File: config.mk
export PLATFORM = sky130hd
export DESIGN_NAME = dac_write_scheduler
export DESIGN_NICKNAME = d
export VERILOG_FILES = /design/src/rtl/dac_write_scheduler.sv
export SDC_FILE = /design/constraint.sdc
export NUM_CORES = 1
export LEC_CHECK = 0
export BUFFER_PORTS_ARGS = -buffer_cell sky130_fd_sc_hd__buf_4
export CORE_MARGIN = 5
export CORE_UTILIZATION = 57
export CTS_CLUSTER_SIZE = 10
export DETAILED_ROUTE_END_ITERATION = 7
export PLACE_DENSITY = 0.78
export SLEW_MARGIN = 10
export SYNTH_ARGS = -nofsm -noshare
export SYNTH_HDL_FRONTEND = slang
export SYNTH_SLANG_ARGS = --single-unit
export TNS_END_PERCENT = 30
File: constraint.sdc
create_clock -name clk -period 2.31 [get_ports clk]
set_input_delay 0 -clock clk [delete_from_list [all_inputs] [get_ports clk]]
set_output_delay 0 -clock clk [all_outputs]
set_load 0.01 [all_outputs]
File: src/rtl/dac_write_scheduler.sv
// Per-slave write scheduler for a multi-slave SPI DAC controller: holds each slave's word
// stable for the whole transfer, queues one word per busy slave, and aborts slaves that stall.
module dac_write_scheduler #(
    parameter int unsigned spi_slaves   = 2,
    parameter int unsigned spi_length   = 16,
    parameter int unsigned busy_timeout = 8192,
    localparam int unsigned addr_w = (spi_slaves > 1) ? $clog2(spi_slaves) : 1
) (
    input  logic                             clk,
    input  logic                             rst,
    input  logic                             wr_valid,
    input  logic [addr_w-1:0]                wr_addr,
    input  logic [spi_length-1:0]            wr_data,
    input  logic [spi_slaves-1:0]            bCS_mon,
    input  logic                             err_clr,
    output logic [spi_slaves-1:0]            new_reg,
    output logic [spi_slaves*spi_length-1:0] spi_data,
    output logic [spi_slaves-1:0]            busy,
    output logic [spi_slaves-1:0]            pending,
    output logic [spi_slaves-1:0]            timeout_err,
    output logic                             addr_err,
    output logic [15:0]                      coalesce_cnt
);

    localparam int unsigned CntW = $clog2(busy_timeout + 1);
    localparam logic [CntW-1:0] CntLast = CntW'(busy_timeout - 1);
    localparam logic [addr_w:0] SlavesW = (addr_w + 1)'(spi_slaves);

    typedef enum logic [2:0] {StIdle, StIssue, StWaitStart, StWaitEnd, StDone} state_e;

    state_e                state_q     [spi_slaves];
    state_e                state_d     [spi_slaves];
    logic [CntW-1:0]       cnt_q       [spi_slaves];
    logic [CntW-1:0]       cnt_d       [spi_slaves];
    logic [spi_length-1:0] active_q    [spi_slaves];
    logic [spi_length-1:0] active_d    [spi_slaves];
    logic [spi_length-1:0] pend_data_q [spi_slaves];
    logic [spi_length-1:0] pend_data_d [spi_slaves];
    logic [spi_slaves-1:0] pend_flag_q, pend_flag_d;
    logic [spi_slaves-1:0] tmo_q, tmo_d;
    logic                  addr_err_q, addr_err_d;
    logic [15:0]           coal_q, coal_d;

    logic                  addr_bad;
    logic [spi_slaves-1:0] wr_hit;
    logic [spi_slaves-1:0] tmo_set;
    logic                  coal_inc;

    always_comb begin
        addr_bad = wr_valid && ({1'b0, wr_addr} >= SlavesW);
        for (int k = 0; k < spi_slaves; k++) begin
            wr_hit[k] = wr_valid && !addr_bad && (wr_addr == addr_w'(k));
        end
    end

    always_comb begin
        state_d     = state_q;
        cnt_d       = cnt_q;
        active_d    = active_q;
        pend_data_d = pend_data_q;
        pend_flag_d = pend_flag_q;
        tmo_set     = '0;
        coal_inc    = 1'b0;
        new_reg     = '0;
        busy        = '0;
        for (int k = 0; k < spi_slaves; k++) begin
            busy[k] = (state_q[k] != StIdle);
            unique case (state_q[k])
                // A write in IDLE or DONE goes straight to active, discarding any queued word.
                StIdle, StDone: begin
                    if (wr_hit[k]) begin
                        active_d[k] = wr_data;
                        state_d[k]  = StIssue;
                        if (pend_flag_q[k]) begin
                            pend_flag_d[k] = 1'b0;
                            coal_inc       = 1'b1;
                        end
                    end else if (pend_flag_q[k]) begin
                        active_d[k]    = pend_data_q[k];
                        pend_flag_d[k] = 1'b0;
                        state_d[k]     = StIssue;
                    end else begin
                        state_d[k] = StIdle;
                    end
                end
                StIssue: begin
                    new_reg[k] = 1'b1;
                    cnt_d[k]   = '0;
                    state_d[k] = StWaitStart;
                end
                StWaitStart: begin
                    if (!bCS_mon[k]) begin
                        cnt_d[k]   = '0;
                        state_d[k] = StWaitEnd;
                    end else if (cnt_q[k] == CntLast) begin
                        tmo_set[k] = 1'b1;
                        state_d[k] = StIdle;
                    end else begin
                        cnt_d[k] = cnt_q[k] + CntW'(1);
                    end
                end
                StWaitEnd: begin
                    if (bCS_mon[k]) begin
                        state_d[k] = StDone;
                    end else if (cnt_q[k] == CntLast) begin
                        tmo_set[k] = 1'b1;
                        state_d[k] = StIdle;
                    end else begin
                        cnt_d[k] = cnt_q[k] + CntW'(1);
                    end
                end
                default: state_d[k] = StIdle;
            endcase
            if (wr_hit[k] && (state_q[k] inside {StIssue, StWaitStart, StWaitEnd})) begin
                pend_data_d[k] = wr_data;
                pend_flag_d[k] = 1'b1;
                if (pend_flag_q[k]) coal_inc = 1'b1;
            end
        end
        tmo_d      = (tmo_q & ~{spi_slaves{err_clr}}) | tmo_set;
        addr_err_d = (addr_err_q && !err_clr) || addr_bad;
        coal_d     = (coal_inc && (coal_q != 16'hFFFF)) ? coal_q + 16'd1 : coal_q;
    end

    always_ff @(posedge clk or negedge rst) begin
        if (!rst) begin
            for (int k = 0; k < spi_slaves; k++) begin
                state_q[k]     <= StIdle;
                cnt_q[k]       <= '0;
                active_q[k]    <= '0;
                pend_data_q[k] <= '0;
            end
            pend_flag_q <= '0;
            tmo_q       <= '0;
            addr_err_q  <= 1'b0;
            coal_q      <= '0;
        end else begin
            for (int k = 0; k < spi_slaves; k++) begin
                state_q[k]     <= state_d[k];
                cnt_q[k]       <= cnt_d[k];
                active_q[k]    <= active_d[k];
                pend_data_q[k] <= pend_data_d[k];
            end
            pend_flag_q <= pend_flag_d;
            tmo_q       <= tmo_d;
            addr_err_q  <= addr_err_d;
            coal_q      <= coal_d;
        end
    end

    always_comb begin
        spi_data = '0;
        for (int k = 0; k < spi_slaves; k++) begin
            spi_data[k*spi_length +: spi_length] = active_q[k];
        end
    end

    assign pending      = pend_flag_q;
    assign timeout_err  = tmo_q;
    assign addr_err     = addr_err_q;
    assign coalesce_cnt = coal_q;

endmodule

== After elaboration in Yosys (flattened, before gate mapping) ==
Index checks and enable logic that the tools add are counted.
Storage, ports and cells
  register bits after elaboration: 119
  input bits: 23
  output and inout port bits: 57
  word-level logic and storage cells: 104
Cells by class
  add/sub/neg operators: 3
  equal/unequal tests: 13
  multiplexer cells: 48
  bitwise operators: 4
  reduce and logical (&&, ||, !) cells: 23
Operators by type and width (count)
  $mux 14: 6
  $pmux 14 s3: 2
  $mux 16: 4
  $add 14x1->14 const B: 2
  $eq 14x13->1 const B: 2
  $mux 1: 26
  $pmux 3 s4: 2
  $mux 3: 6
  $add 16x1->16 const B: 1
  $ne 16x16->1 const B: 1
  $eq 3x2->1 const B: 4
  $reduce_bool 3->1: 4
  $reduce_and 2->1: 4
  $reduce_bool 2->1: 4
  $eq 3x1->1 const B: 2
  $eq 3x3->1 const B: 2
  $logic_and 1x1->1: 6
  $logic_not 3->1: 2
  $ne 2x2->1 const B: 2
  $pmux 1 s2: 2
  $reduce_or 2->1: 2
  $and 2x2->2: 1
  $not 2->2: 1
  $or 2x2->2: 1
  2 further kinds: 2

== Longest topological paths before layout ==
Gate-level depths: netlist of run 1.
  depth in word-level cells: 12
  mapped depth: 7

== Worst setup path after synthesis of run 1 ==
Ideal clock, no wire load.
  kind: register to register
  start point: reg cnt_q[14] in the netlist's numbering
  end point: reg cnt_q[19] in the netlist's numbering
  setup time: 0.132 ns
  arrival: 1.780 ns
  data required time: 2.178 ns
  slack: 0.398 ns
  stages on the path, launching flop included: 8
  period minus slack after synthesis: 1.912 ns
  cell sequence: dfrtp_1 > ha_1 > and3_1 > and4_1 > buf_2 > or4b_4 > xor2_1 > nor2_1
Between the ends
  word-level cells in the longest chain between the ends: 4
  elaborated cells on any way between the ends: 6
  those cells by class: 1 x add/sub; 1 x eq/ne; 4 x mux
Ends and longest elaborated chain
  from (decl): line 33  | logic [CntW-1:0] cnt_q [spi_slaves];
  from (signal, indexed assignment): line 140  | cnt_q[k] <= cnt_d[k];
  $add 14x1->14 or $eq 14x13->1 (tied branches)
  $mux 14 *: line 95, 105
  $mux 14, on equally long branches: line 103, 92
  $pmux 14 s3 *: line 68  | unique case (state_q[k])
Every way passes the cells marked *; elsewhere a longest branch is shown, timed or not. The select of a mux whose other input is x is not followed.
A chain may end at the register's enable or synchronous reset.

== Final worst setup path of run 1 ==
Ends and elaborated chain as after synthesis.

==> flow_summary.rst, run 1 <==
.. list-table::
   :header-rows: 1

   * - Metric
     - Value
   * - Result of the run
     - finished clean
   * - Primary FF master, synth
     - dfrtp_1
   * - IO Pins
     - 80
   * - Maximum number of pins on one net before global-route repair
     - 58
   * - Area share of the largest cell type after synthesis
     - 0.539
   * - Highest-delay cell along the critical path
     - or4b_4
   * - Slew headroom
     - 0.340
   * - Overall routing resource usage
     - 0.238
   * - Top achievable clock speed
     - 0.510 GHz
   * - Count of unresolved DRC violations after routing
     - 0
   * - Distinct cell type count of the synthesized netlist
     - 51
   * - Area added between synthesis and finish
     - 28.1%
   * - Synth warn
     - 0
   * - Final antenna diode count
     - 0
   * - Effective utilization at floorplan
     - 0.576
   * - Lkg Pwr
     - 3.33 nW
   * - Clock latency on the worst-skew pair
     - 530 ps
   * - Die Height
     - 108 µm
   * - Number of vias after detailed routing
     - 4236
   * - Initial antenna violation count
     - 0
   * - Vias in the first global route
     - 4493
   * - Avg Inst Size Synth
     - 10.8 µm²
   * - Length of routed met2 wiring
     - 6.67 mm
   * - Num CTS Buffers
     - 17
   * - Timing endpoint of the critical path
     - cnt_q[19]
   * - 1st-pass router iterations
     - 4
   * - Number of rows in the core area
     - 36
   * - Post-synth net total
     - 536
   * - Max-slew violation total from the final report
     - 0
   * - Final Skew
     - 7.02 ps
   * - Amount of wire on met3 after detailed routing
     - 485 µm
   * - CP Capture Type
     - flop
   * - Reg clk slew, reported paths
     - 60 ps
   * - Highest fanout seen on the critical path
     - 6
   * - Flops & latches, synth
     - 119
   * - CP cell instances
     - ha_1 -> and3_1 -> and4_1 -> or4b_4 -> xor2_1 -> nor2_1
   * - Congestion Overflow GR
     - 0
   * - Wire length of the first global-routing pass
     - 21.6 mm
   * - Peak supply drop
     - 852 µV
   * - Width of the die
     - 108 µm
   * - Final core utilization
     - 0.738
   * - Minimum setup slack among reg-to-reg paths
     - 350 ps
   * - Clock period minus worst slack
     - 1960 ps
   * - Maximum clock path buffer count
     - 2
   * - Crit path required time
     - 2730 ps
   * - TritonCTS clock tree
     - done
   * - Pre-CTS setup slack
     - 358 ps
   * - Clock Tree Root
     - clkbuf_8
   * - Number of maximum-capacitance constraint violations
     - 0
   * - Total count of hold-check failures in the final report
     - 0
   * - Worst-margin pin slew
     - 989 ps
   * - R2R cell count
     - 6
   * - Post-synth EDFFs
     - 0
   * - IO Port Bufs
     - 79
   * - Number of vias per cell
     - 5.53
   * - Sinks on the clock net
     - 119
   * - Netlist area before placement
     - 5520 µm²
   * - Total wire length after detailed routing
     - 12.6 mm
   * - Final period utilization
     - 0.848
   * - Highest metal layer used by the detailed router
     - met4
   * - R2R Path Start
     - cnt_q[14]
   * - Worst setup path category
     - flop to flop
   * - Core region area
     - 9590 µm²
   * - Worst min-delay path category
     - input pin to asynchronous set/reset pin
   * - Accumulated negative setup slack
     - 0 ps
   * - RSZ-0062 raised after global routing
     - no
   * - Number of setup buffers added after CTS
     - 0
   * - Die Outline Area
     - 11800 µm²
   * - Weighted congestion reported at the end of routability-driven placement
     - 0.843
   * - Number of H-tree levels
     - 4
   * - Wire length the detailed router placed on met1
     - 5.27 mm
   * - Cells taking the most area after synthesis
     - dfrtp_1 54%, mux2_2 6.7%, mux2i_1 6.0%, o21ai_0 4.2%, xnor2_1 4.0%
   * - Post-route setup slack
     - 351 ps
   * - Synth Instances
     - 510
   * - Routed wirelength normalized by instance count
     - 16.5 µm
   * - Async set-or-reset flop fraction in the synthesized netlist
     - 1.00
   * - Setup violation total in the final timing report
     - 0
   * - Hpwl dp
     - 8.23 mm
   * - Iteration-0 DRC Markers
     - 176
   * - Arrival time at the worst endpoint
     - 2380 ps
   * - Kind of start point of the critical path
     - flop
   * - Share of layout cells above drive strength 1
     - 0.264
   * - Delay contributed by the slowest stage of the critical path
     - 560 ps
   * - Reg-to-Reg End
     - cnt_q[19]
   * - Power per cell area
     - 1220 nW/µm²
   * - Worst Setup SP
     - cnt_q[14]
   * - Register area share after synthesis
     - 0.539
   * - Final nets
     - 646
   * - Top cell type by total area after synthesis
     - dfrtp_1
   * - Final antenna-violating net count
     - 0
==> critical path, delay by kind of cell, from the launching register on <==
kind                       cells  cell delay [ps]
xor gates and xnor gates       1              150
DFF                            1              420
adders and majority gates      1              250
and+or+nand+nor                4             1030
==> cell usage in the layout, fill, tap and decap left out, drive strengths merged, types with 2 or more instances in the layout <==
cell and n:
a21oi 10, a41oi 2, and3 9, and4 3, buf 94, bufinv 2, clkbuf 21, clkinv 7
clkinvlp 2, dfrtp 119, dlygate4sd3 20, ha 3, inv 8, mux2 33, mux2i 33, nand2 50
nand2b 2, nand3 19, nand4 13, nand4b 3, nor2 43, nor2b 4, nor3 16, nor3b 3
nor4 3, o211ai 2, o21ai 47, o21bai 2, o31ai 3, or3 4, xnor2 25, xor2 12
==> cells in the mapped netlist (2+ instances only) <==
master	n
xnor2_1	25
and4_1	2
nor4_1	3
a41oi_1	2
nand4b_1	3
nand4_1	13
inv_1	8
a21oi_1	10
dfrtp_1	119
nor2b_1	4
nand2_1	49
ha_1	3
o211ai_1	2
buf_2	9
or3_1	4
mux2_2	33
mux2i_1	33
o31ai_1	3
xor2_1	12
nor3_1	16
nor2_1	43
buf_4	3
o21ai_0	46
and3_1	8
nand3_1	19
nand2b_1	2
nor3b_1	3
clkbuf_1	10
==> registers in the layout, summed over array words and instances, names as in the netlist <==
signal / count
cnt_q: 28
pending: 2
addr_err: 1
coalesce_cnt: 16
state_q: 6
pend_data_q: 32
spi_data: 32
timeout_err: 2
==> power by group <==
group          leakage [nW]  total (mW)  switching (mW)  internal, mW
sequential             1.51        3.35           0.550          2.80
combinational          1.54        2.79            1.44          1.35
clock                 0.278        2.53           0.939          1.59
total                  3.33        8.67            2.93          5.74
==> repair_timing <==
item | CTS | global route
endpoints found under the setup margin | 0 | 0
hold buffers | 20 | 0
gates resized for setup | 0 | 0
endpoints found under the hold margin | 130 | 0
==> through the flow <==
step | power [mW] | cells | instance area [µm²] | hold WS [ps]
after floorplan | 4.96 | 510 | 5520 | -296
after global placement | 5.98 | 714 | 6300 | 104
after detailed placement | 6.13 | 714 | 6300 | 114
after CTS | 8.73 | 766 | 7080 | 90.7
after global routing | 9.23 | 766 | 7080 | 157
final | 8.67 | 766 | 7080 | 78.9
==> cell type report <==
type,count,area (µm²)
Multi-Input combinational cell,360,2410
Inverter,8,30.0
Fill cell,675,2520
Timing Repair Buffer,114,918
Clock inverter,11,125
Tap cell,133,166
Sequential cell,119,2980
Clock buffer,21,449
==> worst min-delay path by stage <==
stage,end,startpoint
global route,cnt_q[18],rst
finish,cnt_q[18],rst
CTS,cnt_q[16],rst
global placement,cnt_q[12],rst
floorplan,addr_err,rst
detailed placement,cnt_q[10],rst
==> per-layer routing <==
metal | vias up | track usage
met4 | 0 | 0.0875
met5 | - | 0
met1 | 2106 | 0.288
met3 | 21 | 0.0621
li1 | 2020 | -
met2 | 89 | 0.409
==> logic make-up (layout without fill, tap and decap cells) <==
logic type / after synthesis / in the layout / share of synthesized area
AND/OR/NAND/NOR: 179 / 179 / 0.160
flip-flops: 119 / 119 / 0.539
AO/OA/AOI/OAI: 75 / 75 / 0.0829
multiplexers: 66 / 66 / 0.127
XOR/XNOR: 37 / 37 / 0.0587
buffers and inverters: 31 / 154 / 0.0251
adder cells (fa/ha/maj): 3 / 3 / 0.00680
No activity file was read; power rests on OpenSTA's default activity.
==> inputs of run 2 (changes only) <==
Clock period 2.31 ns to 1.82 ns, I/O delays scaled along.
==> run 2 against run 1 <==
Compared with the run above:
- utilization up 2.8 points
- non-clock buffer count up 26
- register-to-register slack worse by 290 ps
- clock power up 26%
- final cell count up 3.4%
- die area unchanged
- fmax up 11%
- combinational power up 41%
- global-route usage up 0.083 points
- highest routed layer unchanged
==> flow_summary.rst, run 2 (same netlist as run 1, synthesis figures left out) <==
.. list-table::
   :header-rows: 1

   * - Metric
     - Value
   * - Result of the run
     - finished clean
   * - Most common library cell in the layout ignoring fill and taps
     - dfrtp_1
   * - Width of the die
     - 108 µm (unchanged)
   * - Highest fanout seen on the critical path
     - 3 (-3)
   * - IO Pins
     - 80 (unchanged)
   * - Initial antenna violation count
     - 0 (unchanged)
   * - Num CTS Buffers
     - 17 (unchanged)
   * - Crit path required time
     - 2230 ps (-500 ps)
   * - Number of maximum-capacitance constraint violations
     - 0 (unchanged)
   * - Area added between synthesis and finish
     - 33.0%
   * - Power per cell area
     - 1540 nW/µm² (+26%)
   * - Area of combinational cells with multiple inputs
     - 2460 µm² (+2.2%)
   * - Maximum clock path buffer count
     - 2 (unchanged)
   * - Congestion Overflow GR
     - 0 (unchanged)
   * - Arrival time at the worst endpoint
     - 2170 ps (-210 ps)
   * - Reg-to-Reg End
     - cnt_q[19]
   * - Worst setup path category
     - flop to flop
   * - Clock latency on the worst-skew pair
     - 520 ps (about the same)
   * - R2R Path Start
     - cnt_q[15]
   * - Number of vias per cell
     - 5.50 (-0.50%)
   * - Clock period minus worst slack
     - 1760 ps (-202 ps)
   * - Worst min-delay path category
     - input pin to asynchronous set/reset pin
   * - Reg clk slew, reported paths
     - 60 ps (about the same)
   * - Clock Tree Root
     - clkbuf_8
   * - Share of layout cells above drive strength 1
     - 0.307 (+0.0427)
   * - Setup violation total in the final timing report
     - 0 (unchanged)
   * - Slew headroom
     - 0.731 (+0.390)
   * - Number of rows in the core area
     - 36 (unchanged)
   * - Weighted congestion reported at the end of routability-driven placement
     - 0.853 (+1.1%)
   * - Max-slew violation total from the final report
     - 0 (unchanged)
   * - RSZ-0062 raised after global routing
     - yes
   * - 1st-pass router iterations
     - 4 (unchanged)
   * - Wire length of the first global-routing pass
     - 21.7 mm (+0.19%)
   * - Filler cell count
     - 634 (-6.1%)
   * - Final core utilization
     - 0.766 (+0.0279)
   * - Core region area
     - 9590 µm² (unchanged)
   * - Peak supply drop
     - 1030 µV (+21%)
   * - Total wire length after detailed routing
     - 13.1 mm (+3.6%)
   * - Iteration-0 DRC Markers
     - 260 (+48%)
   * - Effective utilization at floorplan
     - 0.576 (unchanged)
   * - Top achievable clock speed
     - 0.569 GHz (+11%)
   * - Sinks on the clock net
     - 119 (unchanged)
   * - Accumulated negative setup slack
     - 0 ps (unchanged)
   * - Combined flip-flop and latch cell area
     - 2980 µm² (unchanged)
   * - Kind of start point of the critical path
     - flop
   * - IO Port Bufs
     - 79 (unchanged)
   * - Total count of hold-check failures in the final report
     - 0 (unchanged)
   * - Final nets
     - 672 (+4.0%)
   * - Final antenna-violating net count
     - 0 (unchanged)
   * - Count of unresolved DRC violations after routing
     - 0 (unchanged)
   * - Vias in the first global route
     - 4482 (-0.24%)
   * - Number of H-tree levels
     - 4 (unchanged)
   * - Overall routing resource usage
     - 0.239 (+0.000830)
   * - TritonCTS clock tree
     - done
   * - Routed wirelength normalized by instance count
     - 16.5 µm (+0.22%)
   * - Hpwl dp
     - 8.58 mm (+4.2%)
   * - Final period utilization
     - 0.965 (+0.117)
   * - Maximum number of pins on one net before global-route repair
     - 47 (-19%)
   * - Die Outline Area
     - 11800 µm² (unchanged)
   * - CP Capture Type
     - flop
   * - Final Skew
     - 8.99 ps (+1.97 ps)
   * - Die Height
     - 108 µm (unchanged)
   * - Commonest cells after routing, fill and taps aside
     - 119 x dfrtp_1, 115 x buf_4, 49 x nand2_1
   * - Lkg Pwr
     - 3.47 nW (+4.3%)
   * - Minimum setup slack among reg-to-reg paths
     - 60 ps (-290 ps)
   * - Worst-margin pin slew
     - 401 ps (-589 ps)
   * - Number of vias after detailed routing
     - 4358 (+2.9%)
   * - Final antenna diode count
     - 0 (unchanged)
   * - R2R cell count
     - 6 (unchanged)
==> run 2: cell count changes in the layout (fill, tap and decap cells not counted), moves of 2 or more <==
cell,delta
buf_4,+22
clkinv_4,-2
clkinvlp_4,+2
dlygate4sd3_1,+2
nor3_1,-2
nor3_2,+2
nor4_1,-2
==> run 2: layout make-up <==
class / instances / share of cell area
Clock buffer: 20 / 0.0606
Clock inverter: 12 / 0.0174
Inverter: 8 / 0.00409
Multi-Input combinational cell: 360 / 0.335
Sequential cell: 119 / 0.405
Tap cell: 133 / 0.0227
Timing Repair Buffer: 140 / 0.154
==> run 2: worst max path at each step <==
stage,startpoint,endpoint,depth (start not counted)
floorplan,cnt_q[14],cnt_q[19],7
global placement,cnt_q[15],cnt_q[19],6
detailed placement,cnt_q[15],cnt_q[19],6
CTS,cnt_q[15],cnt_q[19],6
global route,cnt_q[6],cnt_q[6],6
finish,cnt_q[15],cnt_q[19],6
==> run 2: power by group <==
part / internal, mW / switching, mW
clock: 2.01 / 1.19
combinational: 1.92 / 2.02
sequential: 3.56 / 0.590
total: 7.49 / 3.81
==> run 2: what timing repair did <==
item | in CTS | in global routing
hold buffers | 23 | 0
buffers inserted | 0 | 3
hold endpoints to repair | 193 | 0
setup endpoints to repair | 1 | 22
gates cloned | 0 | 1
gates resized for setup | 1 | 9
pin swaps | 0 | 2
==> run 2: through the flow <==
| step | hold WS [ps] | std cells | setup slack (ps) | total power [mW] | area (µm²) |
|---|---|---|---|---|---|
| after floorplan | -296 | 510 | -33.8 | 6.29 | 5530 |
| after global placement | -30.0 | 733 | 96.2 | 7.79 | 6450 |
| after detailed placement | -24.0 | 733 | 44.5 | 7.98 | 6450 |
| after CTS | 34.8 | 788 | 34.1 | 11.3 | 7270 |
| after global routing | 73.4 | 792 | -21.8 | 12.0 | 7350 |
| final | 40.3 | 792 | 62.9 | 11.3 | 7350 |
==> run 2: per-layer routing <==
metal / up-vias / global-route usage / share of wire
met5: - / 0 / 0
li1: 2071 / - / -
met4: 0 / 0.0893 / 0.023
met2: 100 / 0.398 / 0.51
met1: 2158 / 0.291 / 0.42
met3: 29 / 0.0752 / 0.050
==> run 2: critical path, cell delays in order (launching register included) <==
cell and delay (ps):
dfrtp_1 390, ha_2 210, and3_4 190, and4_1 160, or4b_4 510, xor2_1 150
nor2_1 50
